==> config.mk <==
export PLATFORM = sky130hd
export DESIGN_NAME = cpu_controller
export DESIGN_NICKNAME = d
export VERILOG_FILES = /design/src/rtl/cpu_controller.sv
export SDC_FILE = /design/constraint.sdc
export NUM_CORES = 1
export LEC_CHECK = 0
export CORE_MARGIN = 2
export CORE_UTILIZATION = 39
export CTS_BUF_LIST = sky130_fd_sc_hd__clkbuf_8
export CTS_CLUSTER_SIZE = 12
export DETAILED_ROUTE_END_ITERATION = 8
export GPL_ROUTABILITY_DRIVEN = 0
export PLACE_DENSITY = 0.91
export SLEW_MARGIN = 20
export SYNTH_ARGS = -nofsm -noshare
export SYNTH_HDL_FRONTEND = slang
export SYNTH_SLANG_ARGS = --single-unit
==> constraint.sdc <==
create_clock -name clk -period 1.7 [get_ports clk]
set_input_delay 0.255 -clock clk [delete_from_list [all_inputs] [get_ports clk]]
set_output_delay 0.255 -clock clk [all_outputs]
set_load 0.05 [all_outputs]
==> src/rtl/cpu_controller.sv <==
// Control FSM for a small load/store-free CPU: holds the instruction register,
// decodes it and sequences the register file, A/B/C registers and ALU.
//
// Ports:
//   clk, reset      - rising-edge clock, synchronous active-high reset
//   s, load, in     - start pulse, instruction capture strobe, instruction word
//   w               - high while idle in WAIT
//   readnum         - register-file read address
//   writenum        - register-file write address
//   write           - register-file write enable
//   loada, loadb    - A / B operand register loads
//   loadc, loads    - C result register load, status (Z,N,V) load
//   asel            - forces the ALU A operand to zero
//   bsel            - selects sximm5 as the B operand
//   vsel            - writeback source (00 = C, 10 = sximm8)
//   ALU_op, shift   - ALU operation and B shifter code
//   sximm8, sximm5  - sign-extended immediates taken from ir
module cpu_controller (
    input  logic        clk,
    input  logic        reset,
    input  logic        s,
    input  logic        load,
    input  logic [15:0] in,
    output logic        w,
    output logic [2:0]  readnum,
    output logic [2:0]  writenum,
    output logic        write,
    output logic        loada,
    output logic        loadb,
    output logic        loadc,
    output logic        loads,
    output logic        asel,
    output logic        bsel,
    output logic [1:0]  vsel,
    output logic [1:0]  ALU_op,
    output logic [1:0]  shift,
    output logic [15:0] sximm8,
    output logic [15:0] sximm5
);

    typedef enum logic [2:0] {
        S_WAIT   = 3'd0,
        S_DECODE = 3'd1,
        S_GET_A  = 3'd2,
        S_GET_B  = 3'd3,
        S_EXEC   = 3'd4,
        S_WR_REG = 3'd5,
        S_WR_IMM = 3'd6
    } state_t;

    localparam logic [2:0] OPC_ALU = 3'b101;
    localparam logic [2:0] OPC_MOV = 3'b110;

    state_t      r_state;
    state_t      w_next;
    logic [15:0] r_ir;

    // Instruction fields
    logic [2:0] w_opcode;
    logic [1:0] w_op;
    logic [2:0] w_rn;
    logic [2:0] w_rd;
    logic [1:0] w_sh;
    logic [2:0] w_rm;

    assign w_opcode = r_ir[15:13];
    assign w_op     = r_ir[12:11];
    assign w_rn     = r_ir[10:8];
    assign w_rd     = r_ir[7:5];
    assign w_sh     = r_ir[4:3];
    assign w_rm     = r_ir[2:0];

    // Instruction classes
    logic w_is_mov_imm;
    logic w_is_mov_reg;
    logic w_is_add;
    logic w_is_cmp;
    logic w_is_and;
    logic w_is_mvn;

    assign w_is_mov_imm = (w_opcode == OPC_MOV) && (w_op == 2'b10);
    assign w_is_mov_reg = (w_opcode == OPC_MOV) && (w_op == 2'b00);
    assign w_is_add     = (w_opcode == OPC_ALU) && (w_op == 2'b00);
    assign w_is_cmp     = (w_opcode == OPC_ALU) && (w_op == 2'b01);
    assign w_is_and     = (w_opcode == OPC_ALU) && (w_op == 2'b10);
    assign w_is_mvn     = (w_opcode == OPC_ALU) && (w_op == 2'b11);

    // Two-operand ops fetch Rn first; single-operand ops go straight to Rm
    logic w_needs_a;
    logic w_needs_b_only;

    assign w_needs_a      = w_is_add | w_is_cmp | w_is_and;
    assign w_needs_b_only = w_is_mov_reg | w_is_mvn;

    assign sximm8 = {{8{r_ir[7]}}, r_ir[7:0]};
    assign sximm5 = {{11{r_ir[4]}}, r_ir[4:0]};

    // State and instruction register. ir only changes in WAIT so it stays
    // stable across the whole instruction.
    always_ff @(posedge clk) begin
        if (reset) begin
            r_state <= S_WAIT;
            r_ir    <= 16'h0000;
        end else begin
            r_state <= w_next;
            if ((r_state == S_WAIT) && load) begin
                r_ir <= in;
            end
        end
    end

    // Next state and Moore outputs
    always_comb begin
        w_next   = S_WAIT;
        w        = 1'b0;
        readnum  = 3'd0;
        writenum = 3'd0;
        write    = 1'b0;
        loada    = 1'b0;
        loadb    = 1'b0;
        loadc    = 1'b0;
        loads    = 1'b0;
        asel     = 1'b0;
        bsel     = 1'b0;
        vsel     = 2'b00;
        ALU_op   = 2'b00;
        shift    = 2'b00;

        unique case (r_state)
            S_WAIT: begin
                w = 1'b1;
                if (s) begin
                    w_next = S_DECODE;
                end else begin
                    w_next = S_WAIT;
                end
            end

            S_DECODE: begin
                if (w_is_mov_imm) begin
                    w_next = S_WR_IMM;
                end else if (w_needs_a) begin
                    w_next = S_GET_A;
                end else if (w_needs_b_only) begin
                    w_next = S_GET_B;
                end else begin
                    w_next = S_WAIT;
                end
            end

            S_GET_A: begin
                readnum = w_rn;
                loada   = 1'b1;
                w_next  = S_GET_B;
            end

            S_GET_B: begin
                readnum = w_rm;
                loadb   = 1'b1;
                w_next  = S_EXEC;
            end

            S_EXEC: begin
                shift = w_sh;
                bsel  = 1'b0;
                // MOV reg passes the shifted B through as 0 + B
                if (w_is_mov_reg) begin
                    ALU_op = 2'b00;
                    asel   = 1'b1;
                end else begin
                    ALU_op = w_op;
                end
                // CMP only updates status; nothing is written back
                if (w_is_cmp) begin
                    loads  = 1'b1;
                    w_next = S_WAIT;
                end else begin
                    loadc  = 1'b1;
                    w_next = S_WR_REG;
                end
            end

            S_WR_REG: begin
                writenum = w_rd;
                vsel     = 2'b00;
                write    = 1'b1;
                w_next   = S_WAIT;
            end

            S_WR_IMM: begin
                writenum = w_rn;
                vsel     = 2'b10;
                write    = 1'b1;
                w_next   = S_WAIT;
            end

            default: begin
                w_next = S_WAIT;
            end
        endcase
    end

endmodule

==> flow_summary.ini, run 1 <==
[placed_design]
hpwl_mm = 2.77
place_ws_ns = 0.0833
portBuffers = 69

[floorplanning]
ios = 72
initial_core_util = 0.409
core_area_um2 = 3050
row_count = 20
die_w_um = 60.6
die_h_um = 60.6
die_area_um2 = 3670

[critical_path]
critPathArrivalTime_ns = 1.42
cp-startpoint = r_state[0]$_SDFF_PP0_
ff2ff_path_depth = 6
startpoint_type = flop
critical_path_class = flop to output port
endpoint_kind = output port
required_ns = 1.44
endpoint = loadc
timing.rr.start = r_state[2]$_SDFF_PP0_
cp_max_fo = 5
reg2reg_slack_ns = 0.20
r2r-end = r_ir[4]$_SDFFE_PP0P_

[power_and_ir_drop]
p_int_uw = 853
p_total_uw = 1320
seq_power_share = 0.377
combPwrFrac = 0.387
switching_share = 0.355
vdd_drop_max_v = 0.000430
powerDensity_nw_per_um2 = 568
clkPwrFrac = 0.236
p_leak_uw = 0.000957
p_sw_uw = 469

[layout]
nets = 231
diodes = 0
syn2layout_area_growth_pct = 86.5
fin_util = 0.763
drive_above_1_share = 0.500

[synthesis]
ys_warn_count = 0
syn-cell-area_um2 = 1250
yosys.area.top_type = dfxtp_1
synth_edf_count = 0
yosys-top-cells-count = buf_4, nand2_1, dfxtp_1
ys_ff_latch = 19
synth_area_leaders = dfxtp_1, buf_4, nand2_1, a21oi_2, a21oi_1
synth_top_area_share = 0.305
synth_flop_cell = dfxtp_1
async_flop_share = 0
synth_cell_types = 35
avgSynthCellArea_um2 = 7.90
ys_seq_area_frac = 0.305
synth.most_common_cell = buf_4
syn_inst = 158

[global_routing]
grt_pass1_wl_mm = 5.43
grt_use_total = 0.198
antenna_found_initial = 0
grt_pass1_vias = 1176
grt_max_degree = 17
grt_overflow_total = 0

[routing]
routed_wirelength_mm = 3.78
wl_met2_mm = 2.06
wl_per_cell_um = 14.9
via_per_inst = 4.93
drc = 0
ant_nets = 0
met1_length_mm = 1.36
drt-pass1-iter-count = 5
vias = 1252
top_layer_used = met4
drt_iter0_drc = 17
route.met3.wl_um = 290

[timing]
fin_setup_tns_ns = 0
fmax_mhz = 597
final.period_utilization = 0.985
fin_hold_ws_ns = 0.487
rsz0062_at_grt = yes
setup_viol = 0
skew_ns = 0.000924
hold_violations = 0
fin_ws_ns = 0.0257
post-route-min-period_ns = 1.67
finalMaxSlewViolations = 0

[clock_tree]
htreeDepth = 1
insertion_delay_ns = 0.26
cts_buffer_depth = 2
cts.sinks = 19
cts_tree = built
cts.hold.buffers_added = 0
path_clk_slew_ns = 0.07
cts_buffers = 3
cts_root_buf = clkbuf_8

[hold_path]
hp-class = flop to flop

[status]
outcome = finished, final reports clean

[flow_run]
cap_viol_max_count = 0
[power groups by stage]
stage / Combinational (uW) / Sequential, uW / Clock (uW)
final: 512 / 498 / 312
after global routing: 532 / 500 / 331
after CTS: 509 / 494 / 321
after detailed placement: 500 / 507 / 0
after global placement: 493 / 505 / 0
after floorplan: 333 / 502 / 0
[cells in the final DEF (no fill, tap or decap), types with 2 or more instances in the layout]
cell type,n
a21oi_2,10
o21ai_0,2
dfxtp_1,14
buf_4,29
and3_1,2
dfxtp_4,2
nand2_2,2
a22o_4,2
nor3_4,2
a21oi_1,9
buf_6,3
clkbuf_8,3
nand2_1,33
clkdlybuf4s50_1,19
and2_1,6
buf_12,38
a22oi_1,3
nor2_2,3
dfxtp_2,3
conb_1,2
inv_1,3
[stage by stage]
stage | instance area, um2 | cells
3_3_place_gp | 2170 | 241
2_1_floorplan | 1310 | 159
5_1_grt | 2330 | 254
4_1_cts | 2270 | 249
6_report | 2330 | 254
3_5_place_dp | 2170 | 241
[timing repair]
action | 4_1_cts | 5_1_grt
gates cloned | 0 | 0
buffers inserted | 4 | 5
pin swaps | 2 | 3
setup endpoints to repair | 15 | 12
gates resized for setup | 9 | 7
[worst max-delay path, stage by stage, from the launching register on]
cell and delay, ns:
dfxtp_4 0.37, buf_6 0.14, nor3_4 0.20, buf_6 0.14
nand2_1 0.07, inv_1 0.11, buf_12 0.14
[worst min-delay path by stage]
stage,start,to,slack [ns],cells after the start
2_1_floorplan,in[14],r_ir[14]$_SDFFE_PP0P_,0.38,2
3_3_place_gp,r_ir[4]$_SDFFE_PP0P_,r_ir[4]$_SDFFE_PP0P_,0.46,2
3_5_place_dp,r_ir[5]$_SDFFE_PP0P_,r_ir[5]$_SDFFE_PP0P_,0.48,2
4_1_cts,r_ir[5]$_SDFFE_PP0P_,r_ir[5]$_SDFFE_PP0P_,0.49,2
5_1_grt,r_ir[13]$_SDFFE_PP0P_,r_ir[13]$_SDFFE_PP0P_,0.50,2
6_report,r_ir[5]$_SDFFE_PP0P_,r_ir[5]$_SDFFE_PP0P_,0.49,2
[flip-flops by register name, indices dropped and copies added, names as in the netlist]
signal   flops
r_ir        16
r_state      3
[metal layers]
layer	up-vias	track usage
met5	-	0
met4	0	0.0621
met3	8	0.0469
met2	62	0.378
met1	595	0.213
li1	587	-
[kinds of logic (layout without fill, tap and decap cells)]
kind of cell / after synthesis / after routing / share of synthesized area
DFF: 19 / 19 / 0.305
other: 1 / 2 / 0.00300
and+or+nand+nor: 61 / 61 / 0.243
muxes: 1 / 1 / 0.00902
buffers and inverters: 45 / 96 / 0.264
AOI/OAI and AO/OA: 31 / 31 / 0.176
[layout make-up]
cell class,count,area (um2)
fill,195,724
sequential,19,392
tap,44,55.1
clock inverter,1,3.75
timing repair buffer,89,1200
clock buffer,3,41.3
multi-input combinational,95,623
inverter,3,11.3
Note: power is estimated with default switching activity, not from simulation.
==> run 2, diff against run 1 <==
Settings changed: MAX_ROUTING_LAYER set to met4.
==> run 2 against run 1 <==
Net effect: total power about the same; sequential power about the same; die area unchanged; cell area unchanged; flip-flop and latch count unchanged; critical path type unchanged; via count up 0.32%; worst hold slack worse by 0.0018 ns.
==> flow_summary.ini, run 2 (synthesis gave the netlist of run 1 again) <==
[routing]
via_per_inst = 4.94
drc = 0
vias = 1256
routed_wirelength_mm = 3.78
ant_nets = 0
wl_per_cell_um = 14.9
drt_iter0_drc = 26
drt-pass1-iter-count = 4

[power_and_ir_drop]
p_leak_uw = 0.000957
vdd_drop_max_v = 0.000430
powerDensity_nw_per_um2 = 567

[clock_tree]
cts_tree = built
cts.sinks = 19
htreeDepth = 1
cts.hold.buffers_added = 0
cts_buffers = 3
path_clk_slew_ns = 0.07
cts_root_buf = clkbuf_8
cts_buffer_depth = 2
insertion_delay_ns = 0.25

[critical_path]
startpoint_type = flop
required_ns = 1.44
endpoint_kind = output port
ff2ff_path_depth = 6
cp_max_fo = 5
critPathArrivalTime_ns = 1.42
critical_path_class = flop to output port

[global_routing]
grt_pass1_wl_mm = 5.44
grt_use_total = 0.204
grt_max_degree = 17
grt_overflow_total = 0
antenna_found_initial = 0
grt_pass1_vias = 1177

[status]
outcome = finished, final reports clean

[floorplanning]
die_area_um2 = 3670
row_count = 20
die_h_um = 60.6
ios = 72
die_w_um = 60.6
initial_core_util = 0.409
core_area_um2 = 3050

[placed_design]
portBuffers = 69
hpwl_mm = 2.77

[flow_run]
cap_viol_max_count = 0

[layout]
nets = 231
top_register = r_ir
final_cell_mix = buf_12, nand2_1, buf_4, clkdlybuf4s50_1, dfxtp_1
syn2layout_area_growth_pct = 86.5
final_common_cell = buf_12
diodes = 0
largest_reg_flops = 16
fin_util = 0.763
drive_above_1_share = 0.500
reg_top3 = r_ir (16), r_state (3)

[timing]
skew_ns = 0.00113
rsz0062_at_grt = yes
final.period_utilization = 0.986
finalMaxSlewViolations = 0
post-route-min-period_ns = 1.68
fmax_mhz = 597
hold_violations = 0
setup_viol = 0
fin_setup_tns_ns = 0

[hold_path]
hold_path_depth = 2
hp-class = flop to flop
run 2: worst paths after layout:
| path | endpoint | start | slack (ns) |
|---|---|---|---|
| max | loadc | r_state[0]$_SDFF_PP0_ | 0.02 |
| min | r_ir[5]$_SDFFE_PP0P_ | r_ir[5]$_SDFFE_PP0P_ | 0.49 |
| max reg2reg | r_ir[4]$_SDFFE_PP0P_ | r_state[2]$_SDFF_PP0_ | 0.20 |
| min reg2reg | r_ir[5]$_SDFFE_PP0P_ | r_ir[5]$_SDFFE_PP0P_ | 0.49 |
run 2: power by group:
group	internal [uW]	switching, uW
sequential	468	29.3
combinational	224	287
clock	161	151
run 2: timing repair:
| action | CTS | global route |
|---|---|---|
| buffers inserted | 4 | 5 |
| endpoints found under the setup margin | 15 | 12 |
| resized for setup | 9 | 7 |
| pin swaps | 2 | 3 |
run 2: layout make-up:
class                   instances  area (um2)
clock buffers                   3        41.3
clock inverters                 1        3.75
fillers                       195         724
inverters                       3        11.3
multi-input cells              95         623
flip-flops and latches         19         392
well taps                      44        55.1
repair buffers                 89        1200
run 2: critical path: stages, from the launching register on:
cell,delay [ns]
dfxtp_4,0.37
buf_6,0.13
nor3_4,0.20
buf_6,0.14
nand2_1,0.07
inv_1,0.11
buf_12,0.14
run 2: through the flow:
step | hold WS [ns] | instances | power, uW | cell area, um2 | setup WS [ns]
6_report | 0.485 | 254 | 1320 | 2330 | 0.0245
5_1_grt | 0.503 | 254 | 1360 | 2330 | -0.0194
4_1_cts | 0.490 | 249 | 1320 | 2270 | -0.0192
3_5_place_dp | 0.480 | 241 | 1010 | 2170 | 0.0833
3_3_place_gp | 0.456 | 241 | 997 | 2170 | 0.138
2_1_floorplan | 0.382 | 159 | 834 | 1310 | -0.157
run 2: layer usage:
layer,global-route usage,wire length [um],up-vias
li1,-,-,590
met1,0.218,1360,600
met2,0.378,2090,60
met3,0.0384,269,6
met4,0.0621,59,0
met5,-,0,-
==> run 3, diff against run 2 <==
Settings changed: CTS_CLUSTER_DIAMETER set to 100.
==> results of run 3 <==
Same layout as run 2: the final DEF is identical, and so are final timing and power.
